<file path="config.mk">
export PLATFORM = sky130hd
export DESIGN_NAME = vram_arbiter
export DESIGN_NICKNAME = d
export VERILOG_FILES = /design/src/rtl/vram_arbiter.sv
export SDC_FILE = /design/constraint.sdc
export NUM_CORES = 1
export LEC_CHECK = 0
export CAP_MARGIN = 20
export CORE_MARGIN = 2
export CORE_UTILIZATION = 30
export DETAILED_ROUTE_END_ITERATION = 8
export SLEW_MARGIN = 15
export SYNTH_ARGS = -nofsm -noshare
export SYNTH_HDL_FRONTEND = slang
export SYNTH_SLANG_ARGS = --single-unit
</file>
<file path="constraint.sdc">
create_clock -name i_clk -period 1.6 [get_ports i_clk]
set_input_delay 0.24 -clock i_clk [delete_from_list [all_inputs] [get_ports i_clk]]
set_output_delay 0.24 -clock i_clk [all_outputs]
set_load 0.005 [all_outputs]
</file>
<file path="src/rtl/vram_arbiter.sv">
// Shares one single-port VRAM between video fetch (fixed priority) and the CPU, with a starvation guard.
// Grants are combinational, memory issue is one cycle later, and read data returns 1+MEM_LATENCY cycles after the grant.
module vram_arbiter #(
  parameter int ADDR_WIDTH  = 13,
  parameter int DATA_WIDTH  = 8,
  parameter int MEM_LATENCY = 1,
  parameter int MAX_WAIT    = 4
) (
  input  logic                  i_clk,
  input  logic                  i_rst,
  input  logic                  i_vid_req,
  input  logic [ADDR_WIDTH-1:0] i_vid_addr,
  output logic                  o_vid_gnt,
  output logic                  o_vid_rvalid,
  output logic [DATA_WIDTH-1:0] o_vid_rdata,
  input  logic                  i_cpu_req,
  input  logic                  i_cpu_we,
  input  logic [ADDR_WIDTH-1:0] i_cpu_addr,
  input  logic [DATA_WIDTH-1:0] i_cpu_wdata,
  output logic                  o_cpu_gnt,
  output logic                  o_cpu_rvalid,
  output logic [DATA_WIDTH-1:0] o_cpu_rdata,
  output logic                  o_mem_en,
  output logic                  o_mem_we,
  output logic [ADDR_WIDTH-1:0] o_mem_addr,
  output logic [DATA_WIDTH-1:0] o_mem_wdata,
  input  logic [DATA_WIDTH-1:0] i_mem_rdata
);

  localparam logic [3:0] LP_MAX_WAIT = 4'(MAX_WAIT);

  logic                   w_vid_gnt;
  logic                   w_cpu_gnt;
  logic                   w_cpu_starved;
  logic [3:0]             r_wait_cnt;

  logic                   r_mem_en;
  logic                   r_mem_we;
  logic                   r_mem_cpu;
  logic [ADDR_WIDTH-1:0]  r_mem_addr;
  logic [DATA_WIDTH-1:0]  r_mem_wdata;

  logic [MEM_LATENCY-1:0] r_tag_vld;
  logic [MEM_LATENCY-1:0] r_tag_cpu;
  logic                   w_tag_in_vld;
  logic                   w_vid_rvalid;
  logic                   w_cpu_rvalid;
  logic [DATA_WIDTH-1:0]  r_vid_rdata;
  logic [DATA_WIDTH-1:0]  r_cpu_rdata;

  assign w_cpu_starved = i_cpu_req && (r_wait_cnt == LP_MAX_WAIT);

  always_comb begin
    w_vid_gnt = 1'b0;
    w_cpu_gnt = 1'b0;
    if (!i_rst) begin
      if (w_cpu_starved) begin
        w_cpu_gnt = 1'b1;
      end else if (i_vid_req) begin
        w_vid_gnt = 1'b1;
      end else if (i_cpu_req) begin
        w_cpu_gnt = 1'b1;
      end
    end
  end

  // Counts consecutive cycles the CPU has been left waiting; saturates so the guard keeps firing.
  always_ff @(posedge i_clk) begin
    if (i_rst) begin
      r_wait_cnt <= 4'd0;
    end else if (!i_cpu_req || w_cpu_gnt) begin
      r_wait_cnt <= 4'd0;
    end else if (r_wait_cnt != LP_MAX_WAIT) begin
      r_wait_cnt <= r_wait_cnt + 4'd1;
    end
  end

  always_ff @(posedge i_clk) begin
    if (i_rst) begin
      r_mem_en    <= 1'b0;
      r_mem_we    <= 1'b0;
      r_mem_cpu   <= 1'b0;
      r_mem_addr  <= '0;
      r_mem_wdata <= '0;
    end else begin
      r_mem_en <= w_vid_gnt | w_cpu_gnt;
      r_mem_we <= w_cpu_gnt & i_cpu_we;
      if (w_vid_gnt) begin
        r_mem_cpu   <= 1'b0;
        r_mem_addr  <= i_vid_addr;
        r_mem_wdata <= '0;
      end else if (w_cpu_gnt) begin
        r_mem_cpu   <= 1'b1;
        r_mem_addr  <= i_cpu_addr;
        r_mem_wdata <= i_cpu_wdata;
      end
    end
  end

  // Tag enters alongside the issued read, so its last stage lines up with mem_rdata.
  assign w_tag_in_vld = r_mem_en & ~r_mem_we;

  always_ff @(posedge i_clk) begin
    if (i_rst) begin
      r_tag_vld <= '0;
      r_tag_cpu <= '0;
    end else begin
      r_tag_vld[0] <= w_tag_in_vld;
      r_tag_cpu[0] <= r_mem_cpu;
      for (int i = 1; i < MEM_LATENCY; i++) begin
        r_tag_vld[i] <= r_tag_vld[i-1];
        r_tag_cpu[i] <= r_tag_cpu[i-1];
      end
    end
  end

  assign w_vid_rvalid = r_tag_vld[MEM_LATENCY-1] & ~r_tag_cpu[MEM_LATENCY-1];
  assign w_cpu_rvalid = r_tag_vld[MEM_LATENCY-1] &  r_tag_cpu[MEM_LATENCY-1];

  always_ff @(posedge i_clk) begin
    if (i_rst) begin
      r_vid_rdata <= '0;
      r_cpu_rdata <= '0;
    end else begin
      if (w_vid_rvalid) r_vid_rdata <= i_mem_rdata;
      if (w_cpu_rvalid) r_cpu_rdata <= i_mem_rdata;
    end
  end

  // During the pulse the live memory word is forwarded; the registers keep it afterwards.
  assign o_vid_rdata  = w_vid_rvalid ? i_mem_rdata : r_vid_rdata;
  assign o_cpu_rdata  = w_cpu_rvalid ? i_mem_rdata : r_cpu_rdata;
  assign o_vid_rvalid = w_vid_rvalid;
  assign o_cpu_rvalid = w_cpu_rvalid;
  assign o_vid_gnt    = w_vid_gnt;
  assign o_cpu_gnt    = w_cpu_gnt;
  assign o_mem_en     = r_mem_en;
  assign o_mem_we     = r_mem_we;
  assign o_mem_addr   = r_mem_addr;
  assign o_mem_wdata  = r_mem_wdata;

endmodule

</file>
==> impl_metrics.csv, run 1 <==
group,metric,value,unit
clock_network,h-tree-depth,2,
cells_and_area,fin_nets,345,
sta,hold_ws,0.411,ns
place,place_congestion,0.777,
setup_path,critPathBufInv,2,
synth,synth_cells,183,
setup_path,worst_path_dominant_cell_family,"flip-flops",
drt,vias_per_cell,4.67,
sta,fmax,613,MHz
hold_path,worstHoldPathCells,1,
drt,vias,1738,
status,status,"finished with violations",
hold_path,min_path_type,"flip-flop to flip-flop",
die,chipHeight,83.2,µm
synth,syn_area,0.00188,mm²
setup_path,path_cells,"nor2b_4 > buf_6 > mux2_4 > buf_6",
sta,finClkSkew,0.00765,ns
cells_and_area,area_delta_synth_final,75.2,%
drt,met3WireLength,286,µm
power_and_ir_drop,power,2.36,mW
power_and_ir_drop,max-vdd-ir-drop,366,µV
sta,finalMaxSlewViolations,0,
sta,rsz0062_at_grt,"true",
clock_network,cts_tree,"done",
setup_path,cp_slowest_stage_delay,0.38,ns
cells_and_area,layout-drive-gt1-share,28.6,%
place,hpwl,3550,µm
drt,top_layer,"met4",
drt,drc,0,
grt,grt_use_total,15.0,%
hold_path,worstHoldStart,"o_mem_we$_SDFF_PP0_",
grt,antenna_found_initial,0,
cells_and_area,final_common_cell,"clkdlybuf4s50_1",
die,dieWidth,83.2,µm
hold_path,whs_endpoint,"r_tag_vld$_SDFF_PP0_",
setup_path,crit_type,"flip-flop to output port",
cells_and_area,stdcell_area,0.00330,mm²
power_and_ir_drop,pwr-share-seq,51.1,%
setup_path,rrSetupSlack,0.04,ns
drt,drt_first_pass_iters,4,
synth,synth_edf_count,0,
drt,wl_per_cell,13.9,µm
setup_path,critical_path_required,1.36,ns
sta,tns,-0.289,ns
grt,grt_max_degree,21,
synth,synth.ff_latch_count,46,
sta,period_share,102,%
place,place_area,0.00299,mm²
synth,avgSynthCellArea,10.3,µm²
clock_network,root_buffer,"clkbuf_8",
sta,fin_crit,1.63,ns
grt,grt_pass1_wl,8580,µm
power_and_ir_drop,power_frac_comb,17.7,%
synth,yosys_most_used_dff,"dfxtp_1",
synth,synth_nets,232,
grt,overflow,0,
die,dieArea,0.00692,mm²
synth,synthArstFlopShare,0,%
power_and_ir_drop,internal-power,1.78,mW
place,port-buffer-count,89,
flow_run,drv_cap,0,
power_and_ir_drop,p_sw,0.580,mW
setup_path,worstPathArrival,1.39,ns
die,rows,28,
synth,yosysUniqueCellTypes,30,
setup_path,path_max_fanout,5,
power_and_ir_drop,p_sw_share,24.5,%
clock_network,clockBufferDepth,2,
clock_network,hold_buffers,0,
clock_network,clkTransAtPathRegs,0.10,ns
cells_and_area,final_cell_mix,"68 x clkdlybuf4s50_1, 42 x dfxtp_1, 21 x buf_6, 21 x buf_4, 17 x nor2b_1",
cells_and_area,antenna_cells,0,
die,initial_core_util,31.4,%
sta,setup_viol,18,
setup_path,startpoint_type,"flip-flop",
drt,drt-met1-wl,2200,µm
setup_path,cpMostUsedCell,"buf_6",
clock_network,clk_latency,0.30,ns
die,fp.coreArea,0.00599,mm²
clock_network,clock_sinks,46,
status,violations,"negative setup slack",
setup_path,rr_worst_depth,7,
drt,drtIter0Drc,73,
die,io_pins,90,
drt,ant_nets,0,
power_and_ir_drop,clkPwrFrac,31.2,%
power_and_ir_drop,leakagePower,1.35,nW
setup_path,rr_startpoint,"r_wait_cnt[1]$_SDFFE_PP0P_",
sta,tightest_slew,0.482,ns
grt,grt_pass1_vias,1818,
setup_path,critPathCaptureType,"output port",
synth,yosysSeqAreaShare,48.9,%
sta,hold_viol_final,0,
place,pre_cts_ws,-0.453,ns
clock_network,cts-buffers-inserted,5,
synth,yosysWarnings,0,
setup_path,r2r_end,"o_mem_addr[0]$_SDFFE_PP0P_",
drt,met2_length,2640,µm
setup_path,slowest_stage,"dfxtp_4",
power_and_ir_drop,powerDensity,717,mW/mm²
drt,wirelength,5170,µm
sta,slew_headroom,67.7,%
sta,fin_ws,-0.0307,ns
-- metrics by stage --
stage	std cells	util (%)
3_3_place_gp	356	49.9
3_5_place_dp	357	49.9
6_report	372	55.0
4_1_cts	370	53.8
2_1_floorplan	183	-
5_1_grt	372	55.0
-- power groups by stage --
stage               clock (mW)  combinational [mW]  sequential (mW)
floorplan                    0               0.118             1.23
global route             0.823               0.453             1.21
detailed placement           0               0.385             1.23
CTS                      0.771               0.421             1.21
finish                   0.738               0.419             1.21
global placement             0               0.382             1.23
-- synth_stat cells (2+ instances only) --
cell,number,area (µm²)
a221o_1,13,130
a31oi_1,8,50.1
and2_1,14,87.6
buf_2,3,15.0
buf_6,2,22.5
clkbuf_1,5,18.8
dfxtp_1,46,921
ha_1,2,25.0
inv_1,6,22.5
mux2_2,16,180
nand2_1,10,37.5
nand3_1,9,45.0
nor2_1,4,15.0
nor2b_1,18,113
nor3_1,5,25.0
o211ai_1,8,60.1
-- sequential cells by signal, summed over array words and instances, names as in the netlist --
signal,cells
o_mem_addr,13
o_mem_en,1
o_mem_wdata,8
o_mem_we,1
r_cpu_rdata,8
r_mem_cpu,1
r_tag_cpu,1
r_tag_vld,1
r_vid_rdata,8
r_wait_cnt,4
-- cells by family after synthesis --
family | Yosys count | synth area share [%]
DFF | 46 | 48.9
adders and majority gates | 2 | 1.33
muxes | 17 | 10.1
buffers and inverters | 19 | 4.99
AOI/OAI and AO/OA | 32 | 14.3
xor gates and xnor gates | 1 | 0.466
and+or+nand+nor | 66 | 19.9
-- worst max path at each step --
stage,depth (start not counted),endpoint,from
final,4,o_vid_rdata[4],r_tag_cpu$_SDFF_PP0_
after global routing,5,o_vid_gnt,r_wait_cnt[1]$_SDFFE_PP0P_
after CTS,5,o_cpu_rdata[4],r_tag_vld$_SDFF_PP0_
after detailed placement,5,o_mem_addr[2]$_SDFFE_PP0P_,i_cpu_req
after global placement,4,o_mem_addr[1]$_SDFFE_PP0P_,i_cpu_req
after floorplan,8,o_mem_addr[10]$_SDFFE_PP0P_,r_wait_cnt[0]$_SDFFE_PP0P_
-- metal layers --
metal | global-route usage [%] | up-vias
li1 | - | 870
met1 | 18.2 | 809
met2 | 25.8 | 55
met3 | 4.47 | 4
met4 | 4.02 | 0
met5 | 0 | -
-- what timing repair did --
| item | in CTS | in global routing |
|---|---|---|
| pin swaps | 3 | 0 |
| cloned | 2 | 0 |
| endpoints found under the setup margin | 33 | 30 |
| resized for setup | 115 | 14 |
| buffers inserted | 3 | 4 |
-- cell type report --
type / count / area [µm²]
Timing Repair Buffer: 118 / 1180
Clock inverter: 3 / 25.0
Inverter: 7 / 26.3
Clock buffer: 5 / 68.8
Multi-Input combinational cell: 118 / 976
Sequential cell: 46 / 928
Fill cell: 552 / 2690
Tap cell: 75 / 93.8
No activity file was read; power rests on OpenSTA's default activity.
==> run 2: changes to the inputs <==
CORE_MARGIN = 10   (was 2)
SKIP_CTS_REPAIR_TIMING = 1   (was unset)
==> run 2 against run 1 <==
The run still ends with negative setup slack left. Utilization fell by 1.7 points. Clock-buffer cell count rose by 1. Critical endpoint is now o_cpu_gnt. Global-route usage fell by 4.0 points. Hold slack got worse by 0.0071 ns. Critical path depth rose by 2. Worst setup slack got worse by 0.033 ns.
==> impl_metrics.csv, run 2 (same netlist as run 1, synthesis figures left out) <==
group,metric,value,unit
status,status,"finished with violations",
status,violations,"negative setup slack",
hold_path,min_path_type,"primary input to flip-flop",
clock_network,cts-buffers-inserted,5,
sta,tightest_slew,0.645,ns
setup_path,worstPathArrival,1.42,ns
sta,setup_viol,10,
sta,period_share,104,%
sta,fin_crit,1.66,ns
setup_path,cpMostUsedCell,"inv_2",
cells_and_area,final_common_cell,"clkdlybuf4s50_1",
power_and_ir_drop,powerDensity,831,mW/mm²
grt,grt_pass1_wl,8900,µm
drt,drtIter0Drc,26,
drt,drc,0,
setup_path,cp_slowest_stage_delay,0.34,ns
setup_path,critPathBufInv,3,
die,chipHeight,99.2,µm
die,rows,28,
cells_and_area,fin_nets,340,
clock_network,clockBufferDepth,2,
place,port-buffer-count,89,
flow_run,drv_cap,0,
die,initial_core_util,31.4,%
setup_path,worst_path_dominant_cell_family,"flip-flops",
drt,wirelength,5810,µm
setup_path,path_cells,"inv_2 > ha_4 > and3b_2 > o21ai_4 > inv_2 > clkbuf_2",
drt,ant_nets,0,
grt,overflow,0,
power_and_ir_drop,internal-power,2.12,mW
power_and_ir_drop,power_frac_comb,15.1,%
cells_and_area,layout-drive-gt1-share,27.1,%
power_and_ir_drop,power,2.65,mW
drt,vias,1730,
grt,grt_max_degree,21,
clock_network,cts_tree,"done",
setup_path,critPathCaptureType,"output port",
sta,fin_ws,-0.0642,ns
setup_path,slowest_stage,"dfxtp_2",
sta,tns,-0.488,ns
setup_path,critical_path_required,1.36,ns
clock_network,clk_latency,0.29,ns
place,hpwl,4260,µm
sta,rsz0062_at_grt,"true",
setup_path,crit_type,"flip-flop to output port",
power_and_ir_drop,p_sw,0.537,mW
cells_and_area,stdcell_area,0.00319,mm²
die,dieWidth,99.2,µm
clock_network,h-tree-depth,2,
place,pre_cts_ws,-0.466,ns
setup_path,startpoint_type,"flip-flop",
cells_and_area,final_cell_mix,"68 x clkdlybuf4s50_1, 42 x dfxtp_1, 19 x buf_4, 17 x nor2b_1, 15 x clkbuf_2",
power_and_ir_drop,pwr-share-seq,45.5,%
setup_path,path_max_fanout,4,
cells_and_area,area_delta_synth_final,69.7,%
sta,finClkSkew,0.00885,ns
sta,finalMaxSlewViolations,0,
sta,hold_viol_final,0,
cells_and_area,nFillCells,544,
cells_and_area,largest_reg_flops,13,
die,io_pins,90,
grt,grt_use_total,11.0,%
sta,slew_headroom,56.8,%
drt,wl_per_cell,15.8,µm
clock_network,root_buffer,"clkbuf_8",
die,fp.coreArea,0.00599,mm²
place,place_congestion,0.753,
power_and_ir_drop,leakagePower,1.37,nW
power_and_ir_drop,clkPwrFrac,39.4,%
drt,vias_per_cell,4.71,
cells_and_area,fin_util,53.3,%
power_and_ir_drop,p_sw_share,20.2,%
drt,drt_first_pass_iters,4,
power_and_ir_drop,max-vdd-ir-drop,541,µV
grt,grt_pass1_vias,1753,
place,place_area,0.00295,mm²
clock_network,clkTransAtPathRegs,0.08,ns
grt,antenna_found_initial,0,
cells_and_area,antenna_cells,0,
clock_network,clock_sinks,46,
sta,fmax,601,MHz
die,dieArea,0.00984,mm²
run 2: through the flow:
| step | instances | hold slack (ns) |
|---|---|---|
| floorplan | 183 | 0.361 |
| global placement | 353 | 0.427 |
| detailed placement | 353 | 0.431 |
| CTS | 361 | 0.444 |
| global route | 367 | 0.462 |
| finish | 367 | 0.404 |
run 2: cell type report:
type / instances / area (µm²) / share of cell area (%)
Clock inverter: 2 / 60.1 / 1.88
Inverter: 7 / 26.3 / 0.823
Tap cell: 75 / 93.8 / 2.94
Clock buffer: 6 / 82.6 / 2.59
Timing Repair Buffer: 113 / 1050 / 33.0
Sequential cell: 46 / 926 / 29.0
Multi-Input combinational cell: 118 / 951 / 29.8
run 2: path summary, 6_finish.rpt:
check	to	depth (start not counted)	slack, ns	from
worst max-delay path	o_cpu_gnt	6	-0.06	r_wait_cnt[1]$_SDFFE_PP0P_
worst min-delay path	o_mem_en$_SDFF_PP0_	4	0.40	i_vid_req
worst max register to register	o_mem_addr[6]$_SDFFE_PP0P_	7	0.02	r_wait_cnt[1]$_SDFFE_PP0P_
worst min register to register	r_tag_cpu$_SDFF_PP0_	2	0.44	r_mem_cpu$_SDFFE_PP0P_
run 2: per-layer routing:
| layer | wire (µm) | global-route usage (%) | share of wire [%] | vias up |
|---|---|---|---|---|
| met5 | 0 | 0 | 0 | - |
| met4 | 61 | 3.31 | 1.1 | 0 |
| met3 | 513 | 5.88 | 8.8 | 4 |
| met2 | 2680 | 17.0 | 46 | 57 |
| met1 | 2560 | 12.7 | 44 | 810 |
| li1 | - | - | - | 859 |
run 2: power by group through the flow:
stage | clock network, mW | registers (mW) | logic (mW)
finish | 1.05 | 1.21 | 0.400
CTS | 1.08 | 1.21 | 0.384
detailed placement | 0 | 1.23 | 0.383
global route | 1.14 | 1.21 | 0.433
global placement | 0 | 1.23 | 0.382
floorplan | 0 | 1.23 | 0.118
run 2: tightest hold or removal path, cell delays in order:
cell and delay [ns]:
dlymetal6s2s_1 0.16, buf_4 0.14, nor2_1 0.03, nor2_1 0.08
==> run 3: changes to the inputs <==
CTS_CLUSTER_SIZE = 24   (was unset)
clock period = 1.7 ns   (was 1.6 ns; I/O delays follow)
==> run 3 against run 2 <==
Non-clock buffer count decreased by 3. First-iteration DRC count rose by 120%. Sequential cell count did not move. Sequential share of layout area is 0.26 points higher. The flow now finishes without violations. Total power fell by 6.8%. Via count decreased by 0.35%. Routed wire length decreased by 5.2%. Utilization is 0.48 points lower. Register-to-register slack improved by 0.04 ns. Largest cell class unchanged. Hold slack better by 0.019 ns.
==> impl_metrics.csv, run 3 (same netlist as run 1, synthesis figures left out) <==
group,metric,value,unit
setup_path,critical_path_required,1.44,ns
place,pre_cts_ws,-0.327,ns
grt,grt_use_total,10.5,%
die,rows,28,
hold_path,worstHoldStart,"o_mem_we$_SDFF_PP0_",
cells_and_area,area_delta_synth_final,68.2,%
drt,drc,0,
cells_and_area,final_cell_mix,"69 x clkdlybuf4s50_1, 42 x dfxtp_1, 17 x nor2b_1, 17 x buf_4, 14 x and2_1",
clock_network,clkTransAtPathRegs,0.09,ns
power_and_ir_drop,leakagePower,1.43,nW
cells_and_area,stdcell_area,0.00316,mm²
place,place_area,0.00295,mm²
sta,finalMaxSlewViolations,0,
power_and_ir_drop,internal-power,1.95,mW
power_and_ir_drop,powerDensity,782,mW/mm²
die,chipHeight,99.2,µm
clock_network,clockBufferDepth,2,
cells_and_area,largest_reg_flops,13,
clock_network,cts-buffers-inserted,5,
drt,ant_nets,0,
setup_path,cpMostUsedCell,"inv_2",
sta,rsz0062_at_grt,"true",
setup_path,slowest_stage,"dfxtp_2",
drt,vias,1724,
cells_and_area,antenna_cells,0,
setup_path,path_cells,"inv_2 > ha_4 > and3b_2 > o21ai_4 > inv_2 > buf_6",
sta,finClkSkew,0.00655,ns
sta,fin_ws,0.0317,ns
die,fp.coreArea,0.00599,mm²
sta,period_share,98.1,%
hold_path,worstHoldPathCells,1,
cells_and_area,multi_input_area,927,µm²
setup_path,startpoint_type,"flip-flop",
cells_and_area,register_area,926,µm²
setup_path,worst_path_dominant_cell_family,"flip-flops",
clock_network,h-tree-depth,2,
grt,grt_pass1_wl,8580,µm
grt,grt_pass1_vias,1748,
hold_path,min_path_type,"flip-flop to flip-flop",
sta,fin_crit,1.67,ns
setup_path,critPathCaptureType,"output port",
setup_path,path_max_fanout,3,
power_and_ir_drop,power,2.47,mW
setup_path,cp_slowest_stage_delay,0.34,ns
grt,grt_max_degree,20,
setup_path,rr_worst_depth,7,
place,hpwl,4190,µm
power_and_ir_drop,p_sw_share,21.3,%
sta,setup_viol,0,
sta,hold_ws,0.422,ns
sta,fmax,599,MHz
die,dieArea,0.00984,mm²
clock_network,root_buffer,"clkbuf_8",
drt,drt_first_pass_iters,4,
power_and_ir_drop,pwr-share-seq,45.9,%
cells_and_area,nFillCells,540,
power_and_ir_drop,clkPwrFrac,39.3,%
setup_path,worstPathArrival,1.41,ns
power_and_ir_drop,max-vdd-ir-drop,424,µV
drt,wl_per_cell,15.1,µm
sta,tns,0,ns
grt,antenna_found_initial,0,
sta,tightest_slew,0.367,ns
clock_network,cts_tree,"done",
cells_and_area,final_common_cell,"clkdlybuf4s50_1",
die,initial_core_util,31.4,%
setup_path,critPathBufInv,3,
power_and_ir_drop,p_sw,0.526,mW
clock_network,clock_sinks,46,
setup_path,rrSetupSlack,0.06,ns
drt,drtIter0Drc,56,
status,status,"finished clean",
grt,overflow,0,
setup_path,r2r_end,"o_mem_addr[0]$_SDFFE_PP0P_",
place,port-buffer-count,89,
hold_path,whs_endpoint,"r_tag_vld$_SDFF_PP0_",
flow_run,drv_cap,0,
die,dieWidth,99.2,µm
cells_and_area,fin_nets,337,
cells_and_area,layout-drive-gt1-share,23.5,%
sta,hold_viol_final,0,
power_and_ir_drop,power_frac_comb,14.7,%
drt,vias_per_cell,4.74,
setup_path,crit_type,"flip-flop to output port",
clock_network,clk_latency,0.30,ns
sta,slew_headroom,75.5,%
die,io_pins,90,
place,place_congestion,0.766,
setup_path,rr_startpoint,"r_wait_cnt[1]$_SDFFE_PP0P_",
drt,wirelength,5510,µm
[run 3: worst register-to-register path: cells and delay by family (launching register included)]
family	cells	cell delay [ns]
AOI/OAI and AO/OA	2	0.53
adders and majority gates	1	0.16
buffers and inverters	3	0.28
DFF	1	0.34
and+or+nand+nor	1	0.22
[run 3: routing by layer]
| metal | wire length [µm] | global-route usage (%) | vias to the layer above |
|---|---|---|---|
| met5 | 0 | 0 | - |
| met4 | 114 | 4.08 | 0 |
| met3 | 553 | 5.74 | 9 |
| met2 | 2490 | 17.1 | 68 |
| met1 | 2340 | 11.2 | 784 |
| li1 | - | - | 863 |
[run 3: final cells by class]
| cell class | instances | area share [%] |
|---|---|---|
| inverter | 7 | 0.830 |
| clock inverter | 3 | 2.17 |
| multi-input combinational | 118 | 29.3 |
| sequential | 46 | 29.3 |
| tap | 75 | 2.97 |
| clock buffer | 5 | 2.17 |
| timing repair buffer | 110 | 33.3 |
[run 3: power groups by stage]
stage          Combinational [mW]  Clock [mW]  Sequential, mW
2_1_floorplan               0.111           0            1.16
6_report                    0.365       0.972            1.14
3_3_place_gp                0.361           0            1.16
5_1_grt                     0.396        1.05            1.14
3_5_place_dp                0.362           0            1.16
4_1_cts                     0.364        1.00            1.13
[run 3: metrics by stage]
step	utilization (%)	instances
after CTS	51.6	362
after global routing	52.8	364
after global placement	49.2	353
final	52.8	364
after floorplan	-	183
after detailed placement	49.3	354
[run 3: worst max-delay path by stage]
stage	cells after the start	end	slack, ns	from
floorplan	8	o_mem_addr[10]$_SDFFE_PP0P_	0.01	r_wait_cnt[0]$_SDFFE_PP0P_
global placement	4	o_mem_addr[5]$_SDFFE_PP0P_	-0.41	i_rst
detailed placement	5	o_cpu_gnt	-0.33	i_cpu_req
CTS	5	o_vid_gnt	-0.44	r_wait_cnt[0]$_SDFFE_PP0P_
global route	6	o_cpu_gnt	-0.03	r_wait_cnt[1]$_SDFFE_PP0P_
finish	6	o_cpu_gnt	0.03	r_wait_cnt[1]$_SDFFE_PP0P_
